**src/rtl/conv_seq_ctrl_pkg.sv**
```systemverilog
// conv_pkg: shared types and constants for the convolution sequencer slice.
//   conv_state_t : sequencer FSM encoding (LOAD, MAC, DRAIN, OUT)
//   MEM_RD_LAT   : read latency of the external F/X memories, in cycles
//   PERF_CNT_W   : width of the optional stall counter (CONV_SEQ_PERF_EN)
package conv_pkg;

    typedef enum logic [1:0] {
        LOAD  = 2'd0,
        MAC   = 2'd1,
        DRAIN = 2'd2,
        OUT   = 2'd3
    } conv_state_t;

    localparam int unsigned MEM_RD_LAT = 1;
    localparam int unsigned PERF_CNT_W = 16;

endpackage

```
**src/rtl/conv_seq_ctrl_if.sv**
```systemverilog
// conv_seq_ctrl_if: bundles the sequencer's stream handshakes, memory
// write/read addressing, MAC controls and status into one interface.
//   master : the sequencer side (drives s_ready_x, strobes, addresses,
//            mac_clr/mac_en, m_valid_y, conv_busy[, stall_cnt])
//   slave  : the surrounding datapath (drives s_valid_x, m_ready_y)
// Optional: CONV_SEQ_PERF_EN adds stall_cnt.
interface conv_seq_ctrl_if
    import conv_pkg::*;
#(
    parameter int unsigned X_MEM_ADDR_WIDTH = 3,
    parameter int unsigned F_MEM_ADDR_WIDTH = 2
);
    logic                        s_valid_x;
    logic                        s_ready_x;
    logic                        f_wr_en;
    logic [F_MEM_ADDR_WIDTH-1:0] f_wr_addr;
    logic                        x_wr_en;
    logic [X_MEM_ADDR_WIDTH-1:0] x_wr_addr;
    logic [F_MEM_ADDR_WIDTH-1:0] f_rd_addr;
    logic [X_MEM_ADDR_WIDTH-1:0] x_rd_addr;
    logic                        mac_clr;
    logic                        mac_en;
    logic                        m_valid_y;
    logic                        m_ready_y;
    logic                        conv_busy;
`ifdef CONV_SEQ_PERF_EN
    logic [PERF_CNT_W-1:0]       stall_cnt;
`endif

    modport master (
        input  s_valid_x, m_ready_y,
        output s_ready_x, f_wr_en, f_wr_addr, x_wr_en, x_wr_addr,
               f_rd_addr, x_rd_addr, mac_clr, mac_en, m_valid_y, conv_busy
`ifdef CONV_SEQ_PERF_EN
        , output stall_cnt
`endif
    );

    modport slave (
        output s_valid_x, m_ready_y,
        input  s_ready_x, f_wr_en, f_wr_addr, x_wr_en, x_wr_addr,
               f_rd_addr, x_rd_addr, mac_clr, mac_en, m_valid_y, conv_busy
`ifdef CONV_SEQ_PERF_EN
        , input stall_cnt
`endif
    );

endinterface

```
**src/rtl/conv_seq_ctrl_load_addr_gen.sv**
```systemverilog
// conv_load_addr_gen: counts accepted load words and steers them into the
// F memory (first F_MEM_SIZE words) then the X memory (next X_MEM_SIZE).
//   clk, reset           : clock, synchronous active-high reset
//   wr_hs                : an input word is accepted this cycle
//   f_wr_en/f_wr_addr    : F memory write strobe/address (combinational)
//   x_wr_en/x_wr_addr    : X memory write strobe/address (combinational)
//   ld_last              : this handshake carries the final word of a vector
module conv_load_addr_gen #(
    parameter int unsigned X_MEM_SIZE       = 8,
    parameter int unsigned F_MEM_SIZE       = 4,
    parameter int unsigned X_MEM_ADDR_WIDTH = 3,
    parameter int unsigned F_MEM_ADDR_WIDTH = 2
) (
    input  logic                        clk,
    input  logic                        reset,
    input  logic                        wr_hs,
    output logic                        f_wr_en,
    output logic [F_MEM_ADDR_WIDTH-1:0] f_wr_addr,
    output logic                        x_wr_en,
    output logic [X_MEM_ADDR_WIDTH-1:0] x_wr_addr,
    output logic                        ld_last
);
    localparam int unsigned LD_W = $clog2(X_MEM_SIZE + F_MEM_SIZE + 1);
    localparam logic [LD_W-1:0] F_CNT   = LD_W'(F_MEM_SIZE);
    localparam logic [LD_W-1:0] LD_LAST = LD_W'(F_MEM_SIZE + X_MEM_SIZE - 1);

    logic [LD_W-1:0] ld_cnt_q;
    logic            in_f;

    always_comb begin
        in_f      = (ld_cnt_q < F_CNT);
        f_wr_en   = wr_hs && in_f;
        x_wr_en   = wr_hs && !in_f;
        f_wr_addr = in_f ? ld_cnt_q[F_MEM_ADDR_WIDTH-1:0] : '0;
        x_wr_addr = in_f ? '0 : X_MEM_ADDR_WIDTH'(ld_cnt_q - F_CNT);
        ld_last   = wr_hs && (ld_cnt_q == LD_LAST);
    end

    always_ff @(posedge clk) begin
        if (reset) begin
            ld_cnt_q <= '0;
        end else if (ld_last) begin
            ld_cnt_q <= '0;
        end else if (wr_hs) begin
            ld_cnt_q <= ld_cnt_q + 1'b1;
        end
    end

endmodule

```
**src/rtl/conv_seq_ctrl.sv**
```systemverilog
// conv_seq_ctrl: control sequencer for the convolution engine. Loads
// F_MEM_SIZE taps then X_MEM_SIZE samples, then for each of the
// X_MEM_SIZE-F_MEM_SIZE+1 output positions issues F/X read addresses,
// drives MAC clear/enable and presents the result with valid/ready.
//   clk, reset : clock, synchronous active-high reset
//   bus        : conv_seq_ctrl_if master modport (stream in, memory
//                write/read addressing, MAC controls, stream out, busy)
// Optional: CONV_SEQ_PERF_EN adds bus.stall_cnt, a saturating count of
// output backpressure cycles, cleared at the start of each vector.
module conv_seq_ctrl
    import conv_pkg::*;
#(
    parameter int unsigned X_MEM_SIZE       = 8,
    parameter int unsigned F_MEM_SIZE       = 4,
    parameter int unsigned X_MEM_ADDR_WIDTH = 3,
    parameter int unsigned F_MEM_ADDR_WIDTH = 2
) (
    input  logic             clk,
    input  logic             reset,
    conv_seq_ctrl_if.master  bus
);
    localparam logic [F_MEM_ADDR_WIDTH-1:0] K_LAST = F_MEM_ADDR_WIDTH'(F_MEM_SIZE - 1);
    localparam logic [X_MEM_ADDR_WIDTH-1:0] P_LAST = X_MEM_ADDR_WIDTH'(X_MEM_SIZE - F_MEM_SIZE);

    conv_state_t                 state_q, state_d;
    logic [F_MEM_ADDR_WIDTH-1:0] k_q;
    logic [X_MEM_ADDR_WIDTH-1:0] p_q;
    logic                        rd_vld_q;    // read data arrives the cycle after issue
    logic                        rd_first_q;  // that read was tap 0
    logic                        m_valid_q;
    logic                        in_hs;
    logic                        out_hs;
    logic                        ld_last;

    assign in_hs  = bus.s_valid_x && (state_q == LOAD);
    assign out_hs = m_valid_q && bus.m_ready_y;

    conv_load_addr_gen #(
        .X_MEM_SIZE       (X_MEM_SIZE),
        .F_MEM_SIZE       (F_MEM_SIZE),
        .X_MEM_ADDR_WIDTH (X_MEM_ADDR_WIDTH),
        .F_MEM_ADDR_WIDTH (F_MEM_ADDR_WIDTH)
    ) u_load_addr_gen (
        .clk       (clk),
        .reset     (reset),
        .wr_hs     (in_hs),
        .f_wr_en   (bus.f_wr_en),
        .f_wr_addr (bus.f_wr_addr),
        .x_wr_en   (bus.x_wr_en),
        .x_wr_addr (bus.x_wr_addr),
        .ld_last   (ld_last)
    );

    always_comb begin
        state_d = state_q;
        case (state_q)
            LOAD:    if (ld_last) state_d = MAC;
            MAC:     if (k_q == K_LAST) state_d = DRAIN;
            DRAIN:   state_d = OUT;
            OUT:     if (out_hs) state_d = (p_q == P_LAST) ? LOAD : MAC;
            default: state_d = LOAD;
        endcase
    end

    always_ff @(posedge clk) begin
        if (reset) begin
            state_q    <= LOAD;
            k_q        <= '0;
            p_q        <= '0;
            rd_vld_q   <= 1'b0;
            rd_first_q <= 1'b0;
            m_valid_q  <= 1'b0;
        end else begin
            state_q    <= state_d;
            rd_vld_q   <= (state_q == MAC);
            rd_first_q <= (state_q == MAC) && (k_q == '0);
            m_valid_q  <= (state_d == OUT);
            case (state_q)
                LOAD: begin
                    if (ld_last) begin
                        p_q <= '0;
                        k_q <= '0;
                    end
                end
                // k parks on the last tap so the read addresses stay put
                // through DRAIN and OUT.
                MAC: begin
                    if (k_q != K_LAST) k_q <= k_q + 1'b1;
                end
                OUT: begin
                    if (out_hs) begin
                        k_q <= '0;
                        p_q <= (p_q == P_LAST) ? '0 : p_q + 1'b1;
                    end
                end
                default: ;
            endcase
        end
    end

    assign bus.s_ready_x = (state_q == LOAD);
    assign bus.conv_busy = (state_q != LOAD);
    assign bus.f_rd_addr = k_q;
    assign bus.x_rd_addr = p_q + X_MEM_ADDR_WIDTH'(k_q);
    assign bus.mac_en    = rd_vld_q;
    assign bus.mac_clr   = rd_first_q;
    assign bus.m_valid_y = m_valid_q;

`ifdef CONV_SEQ_PERF_EN
    logic [PERF_CNT_W-1:0] stall_cnt_q;

    always_ff @(posedge clk) begin
        if (reset) begin
            stall_cnt_q <= '0;
        end else if ((state_q == LOAD) && (state_d == MAC)) begin
            stall_cnt_q <= '0;
        end else if (m_valid_q && !bus.m_ready_y && (stall_cnt_q != '1)) begin
            stall_cnt_q <= stall_cnt_q + 1'b1;
        end
    end

    assign bus.stall_cnt = stall_cnt_q;
`endif

endmodule

```
**src/flat_wrapper.sv**
```systemverilog
// flat-port wrapper written by rule: the top's interface ports become plain ports
module conv_seq_ctrl_flat import conv_pkg::*;
#(
    parameter int unsigned X_MEM_SIZE       = 8,
    parameter int unsigned F_MEM_SIZE       = 4,
    parameter int unsigned X_MEM_ADDR_WIDTH = 3,
    parameter int unsigned F_MEM_ADDR_WIDTH = 2
)
  (clk, reset, bus_s_valid_x, bus_m_ready_y, bus_s_ready_x, bus_f_wr_en, bus_f_wr_addr, bus_x_wr_en, bus_x_wr_addr, bus_f_rd_addr, bus_x_rd_addr, bus_mac_clr, bus_mac_en, bus_m_valid_y, bus_conv_busy);
  conv_seq_ctrl_if #(.X_MEM_ADDR_WIDTH(X_MEM_ADDR_WIDTH), .F_MEM_ADDR_WIDTH(F_MEM_ADDR_WIDTH)) bus_i ();
  input  logic clk;
  input  logic reset;
  input wire logic [$bits(bus_i.s_valid_x)-1:0] bus_s_valid_x;
  input wire logic [$bits(bus_i.m_ready_y)-1:0] bus_m_ready_y;
  output wire logic [$bits(bus_i.s_ready_x)-1:0] bus_s_ready_x;
  output wire logic [$bits(bus_i.f_wr_en)-1:0] bus_f_wr_en;
  output wire logic [$bits(bus_i.f_wr_addr)-1:0] bus_f_wr_addr;
  output wire logic [$bits(bus_i.x_wr_en)-1:0] bus_x_wr_en;
  output wire logic [$bits(bus_i.x_wr_addr)-1:0] bus_x_wr_addr;
  output wire logic [$bits(bus_i.f_rd_addr)-1:0] bus_f_rd_addr;
  output wire logic [$bits(bus_i.x_rd_addr)-1:0] bus_x_rd_addr;
  output wire logic [$bits(bus_i.mac_clr)-1:0] bus_mac_clr;
  output wire logic [$bits(bus_i.mac_en)-1:0] bus_mac_en;
  output wire logic [$bits(bus_i.m_valid_y)-1:0] bus_m_valid_y;
  output wire logic [$bits(bus_i.conv_busy)-1:0] bus_conv_busy;
  assign bus_i.s_valid_x = bus_s_valid_x;
  assign bus_i.m_ready_y = bus_m_ready_y;
  assign bus_s_ready_x = bus_i.s_ready_x;
  assign bus_f_wr_en = bus_i.f_wr_en;
  assign bus_f_wr_addr = bus_i.f_wr_addr;
  assign bus_x_wr_en = bus_i.x_wr_en;
  assign bus_x_wr_addr = bus_i.x_wr_addr;
  assign bus_f_rd_addr = bus_i.f_rd_addr;
  assign bus_x_rd_addr = bus_i.x_rd_addr;
  assign bus_mac_clr = bus_i.mac_clr;
  assign bus_mac_en = bus_i.mac_en;
  assign bus_m_valid_y = bus_i.m_valid_y;
  assign bus_conv_busy = bus_i.conv_busy;
  conv_seq_ctrl #(.X_MEM_SIZE(X_MEM_SIZE), .F_MEM_SIZE(F_MEM_SIZE), .X_MEM_ADDR_WIDTH(X_MEM_ADDR_WIDTH), .F_MEM_ADDR_WIDTH(F_MEM_ADDR_WIDTH)) u_core (.clk(clk), .reset(reset), .bus(bus_i));
endmodule
```
**config.mk**
```make
export PLATFORM = sky130hd
export DESIGN_NAME = conv_seq_ctrl_flat
export DESIGN_NICKNAME = d
export VERILOG_FILES = /design/src/rtl/conv_seq_ctrl_pkg.sv /design/src/rtl/conv_seq_ctrl_if.sv /design/src/rtl/conv_seq_ctrl_load_addr_gen.sv /design/src/rtl/conv_seq_ctrl.sv /design/src/flat_wrapper.sv
export SDC_FILE = /design/constraint.sdc
export NUM_CORES = 1
export LEC_CHECK = 0
export CAP_MARGIN = 20
export CORE_AREA = 2 2 47 49
export CTS_BUF_LIST = sky130_fd_sc_hd__clkbuf_8
export CTS_CLUSTER_DIAMETER = 80
export CTS_CLUSTER_SIZE = 24
export DETAILED_ROUTE_END_ITERATION = 6
export DIE_AREA = 0 0 49 51
export PLACE_DENSITY_LB_ADDON = 0.2
export REMOVE_ABC_BUFFERS = 1
export SLEW_MARGIN = 20
export SYNTH_ARGS = -nofsm -noshare
export SYNTH_HDL_FRONTEND = slang
export SYNTH_SLANG_ARGS = --single-unit
```
**constraint.sdc**
```tcl
create_clock -name clk -period 1.51 [get_ports clk]
set_clock_uncertainty 0.1 [all_clocks]
set_input_delay 0.302 -clock clk [delete_from_list [all_inputs] [get_ports clk]]
set_output_delay 0.302 -clock clk [all_outputs]
set_load 0.05 [all_outputs]
```
==> results by group <==
Route
  – Number of DRC markers in iteration 0: 46
  – DRC viols: 0
  – DR vias/cell: 5.550
  – Post-Route WL: 3992 um
  – TritonRoute pass-1 iters: 4
  – Antenna Nets Post-Route: 0
  – Via count: ~1000
  – Avg WL per Cell: between 20 and 25 um

Clocking
  – Clock Pin Slew Worst Setup and Hold Paths: 0.07 ns
  – Root buf cell: clkbuf_8
  – CTS max path bufs: 2
  – Clk sinks: 14
  – Clock insertion delay at the later pin of the skew report: 0.25 ns
  – CTS tree: yes
  – Htree depth: 1
  – Cts bufs inserted: 3
  – # hold bufs at CTS: 0

Floorplan
  – Ports: 21
  – Core area: 2063 sq um
  – Die Y: 51 um
  – Core Rows: 17
  – Die W: just under 50 um
  – Initial Util: between 40% and 50%
  – Die area: 2499 sq um

Setup path
  – WS Path Type: reg -> reg
  – Worst Path Buf+Inv: 2
  – Crit start category: flop
  – Maximum fanout along the worst path: 2
  – Crit path max-delay family: compound AO/OA/AOI/OAI gates
  – CP Launch Point: u_core.p_q[0]
  – CP max stage cell: dfxtp_2
  – CP cell instances: buf_4 -> inv_1 -> ha_1 -> a21boi_1 -> a311oi_1 -> a221oi_2 -> nor2b_1
  – Critical path depth: 7
  – CP Capture Type: flop
  – Reg2Reg Setup Slack: -0.43 ns
  – Crit Reg-Reg Startpoint: u_core.p_q[0]
  – Reg-to-reg endpoint: u_core.bus.m_valid_y
  – R2R depth: 7
  – Critical path data arrival time: 2.02 ns
  – CP endpoint: u_core.bus.m_valid_y
  – Max incr delay on CP: approximately 0.37 ns
  – Worst endpoint required time: roughly 1.6 ns

Power
  – Clk pwr share: between 40% and 50%
  – Reg power frac: roughly two fifths
  – Maximum vdd drop: approximately 0.45 mV
  – Switching share of power: a little over a quarter
  – Comb pwr share: ~17%
  – Power Total: 922.8 uW
  – Pint: between 600 and 700 uW
  – Net Switching: 240.0 uW
  – PD cells: ~470 nW/um^2
  – P_leak: about 0.8 nW

STA
  – Tcrit/Tclk final: 128.4%
  – Sum of negative setup slack: -4.288 ns
  – Final setup viols: 23
  – Relative max-transition margin: a little over two thirds
  – Worst hold slack: just under 0.5 ns
  – Min Tclk post-route: a little under 2 ns
  – RSZ-0062 raised after global routing: yes
  – Worst slew pin tran: 0.4494 ns
  – Max Freq: 515.7 MHz
  – Final worst slack: -0.4293 ns
  – Slew Viols, Final: 0
  – Final hold vios: 0

Yosys
  – Yosys warnings: 0
  – Synth top area share: 32.99%
  – Sequential element share of the synthesized area: 32.99%
  – Post-synth ARST share: 0%
  – Post-Syn Area: about 850 sq um
  – Ys flop type: dfxtp_1
  – Commonest cells in the netlist: dfxtp_1 (14), ha_1 (11), inv_1 (9), nor2_1 (9), nand2_1 (8)
  – Synth area leader: dfxtp_1
  – Post-synth EDFFs: 0
  – Cell with the most instances after synthesis: dfxtp_1
  – Post-synthesis cell type count: 31
  – Yosys reg bits: 14
  – Post-Synthesis Cells: between 90 and 100
  – Area contributors post-synth: dfxtp_1 (33%), ha_1 (16%), inv_1 (4.0%)
  – Mapped Avg Cell Area: approximately 9 sq um

Placement
  – Routability congestion estimate: ~0.86
  – PortBufs: 20
  – Area post-placement: around 1500 sq um
  – Detailed placement HPWL: 1654 um
  – Dpl ws: -0.3895 ns
  – Cell total after placement: roughly 170

Final layout
  – Utilization after layout: roughly 95%
  – Share of layout cells above drive strength 1: roughly 73%
  – Antenna fix cells: 0
  – Cell area after layout: 1961 sq um
  – Area added between synthesis and finish: 130.8%
  – Final cell count without fillers: roughly 190
  – Final #Nets: about 180

Global routing
  – Grt ovf: 0
  – Initial antenna violation count: 0
  – Largest net degree at the start of global routing: 9
  – Global-route usage over all layers: between 20% and 30%
  – Number of global-route vias before repair: about 1100
  – First-pass GRT wire length: between 5000 and 6000 um

Hold path
  – Hold Crit Class: reg -> reg
  – Worst hold path depth: 2

Flow run
  – Max-Cap Viols: 0

Status
  – Failing checks: negative setup slack
  – Outcome: complete, but fails checks
[power by group through the flow]
stage          sequential, mW  clock [mW]  combinational (mW)
5_1_grt                 0.376       0.395               0.165
4_1_cts                 0.378       0.373               0.139
6_report                0.375       0.387               0.161
2_1_floorplan           0.388           0              0.0483
3_5_place_dp            0.386           0               0.122
3_3_place_gp            0.386           0               0.120
[placed cells by master, fill, tap and decap left out, drive strengths merged, types with 2 or more instances in the layout]
cell type,instances
buf,60
dfxtp,14
ha,11
inv,9
nor2,9
nand2,8
nor2b,5
a21oi,4
clkbuf,4
and2,4
nand3,4
nand2b,3
xor2,3
nand4,2
clkdlybuf4s50,2
a21boi,2
a211oi,2
[kinds of logic after synthesis]
kind of cell	after synthesis	share of synthesized area [%]
compound gates	14	12.96
xor+xnor	4	4.124
fa+ha+maj	12	18.56
buf+inv	11	5.302
flops	14	32.99
mux	1	1.325
simple gates	40	24.74
[metal layers]
layer,track usage [%],wire length (um)
met5,0,0
met4,12.86,158
met3,4.386,246
met2,53.20,2064
met1,31.15,1522
[what timing repair did]
action                                 4_1_cts  5_1_grt
gates resized for setup                     56       32
pin swaps                                   23       18
buffers inserted                             8        5
setup endpoints to repair                   23       23
endpoints found under the hold margin        0        0
[worst min-delay path by stage]
stage	startpoint	end	slack [ns]
2_1_floorplan	reset	u_core.bus.f_rd_addr[0]	0.27
3_3_place_gp	u_core.u_load_addr_gen.ld_cnt_q[2]	u_core.u_load_addr_gen.ld_cnt_q[2]	0.41
3_5_place_dp	u_core.u_load_addr_gen.ld_cnt_q[2]	u_core.u_load_addr_gen.ld_cnt_q[2]	0.43
4_1_cts	u_core.u_load_addr_gen.ld_cnt_q[2]	u_core.u_load_addr_gen.ld_cnt_q[2]	0.45
5_1_grt	u_core.bus.f_rd_addr[1]	u_core.bus.f_rd_addr[1]	0.53
6_report	u_core.bus.f_rd_addr[1]	u_core.bus.f_rd_addr[1]	0.50
[state kept, by name, summed over array words and instances (netlist names)]
name / count
u_core.p_q: 3
u_core.bus.m_valid_y: 1
u_core.state_q: 2
u_core.bus.f_rd_addr: 2
u_core.bus.mac_en: 1
u_core.u_load_addr_gen.ld_cnt_q: 4
u_core.bus.mac_clr: 1
[worst min-delay path, cell delays in order (launching register included)]
cell	delay (ns)
dfxtp_1	0.40
nand2b_4	0.11
a21oi_2	0.05
[area by class of cell]
type / instances / area [sq um]
well taps: 28 / 35.03
multi-input cells: 71 / 783.3
clock buffers: 4 / 55.05
repair buffers: 63 / 748.2
flip-flops and latches: 14 / 297.8
fillers: 44 / 102.6
inverters: 9 / 41.29
(Power assumes the default switching activity.)
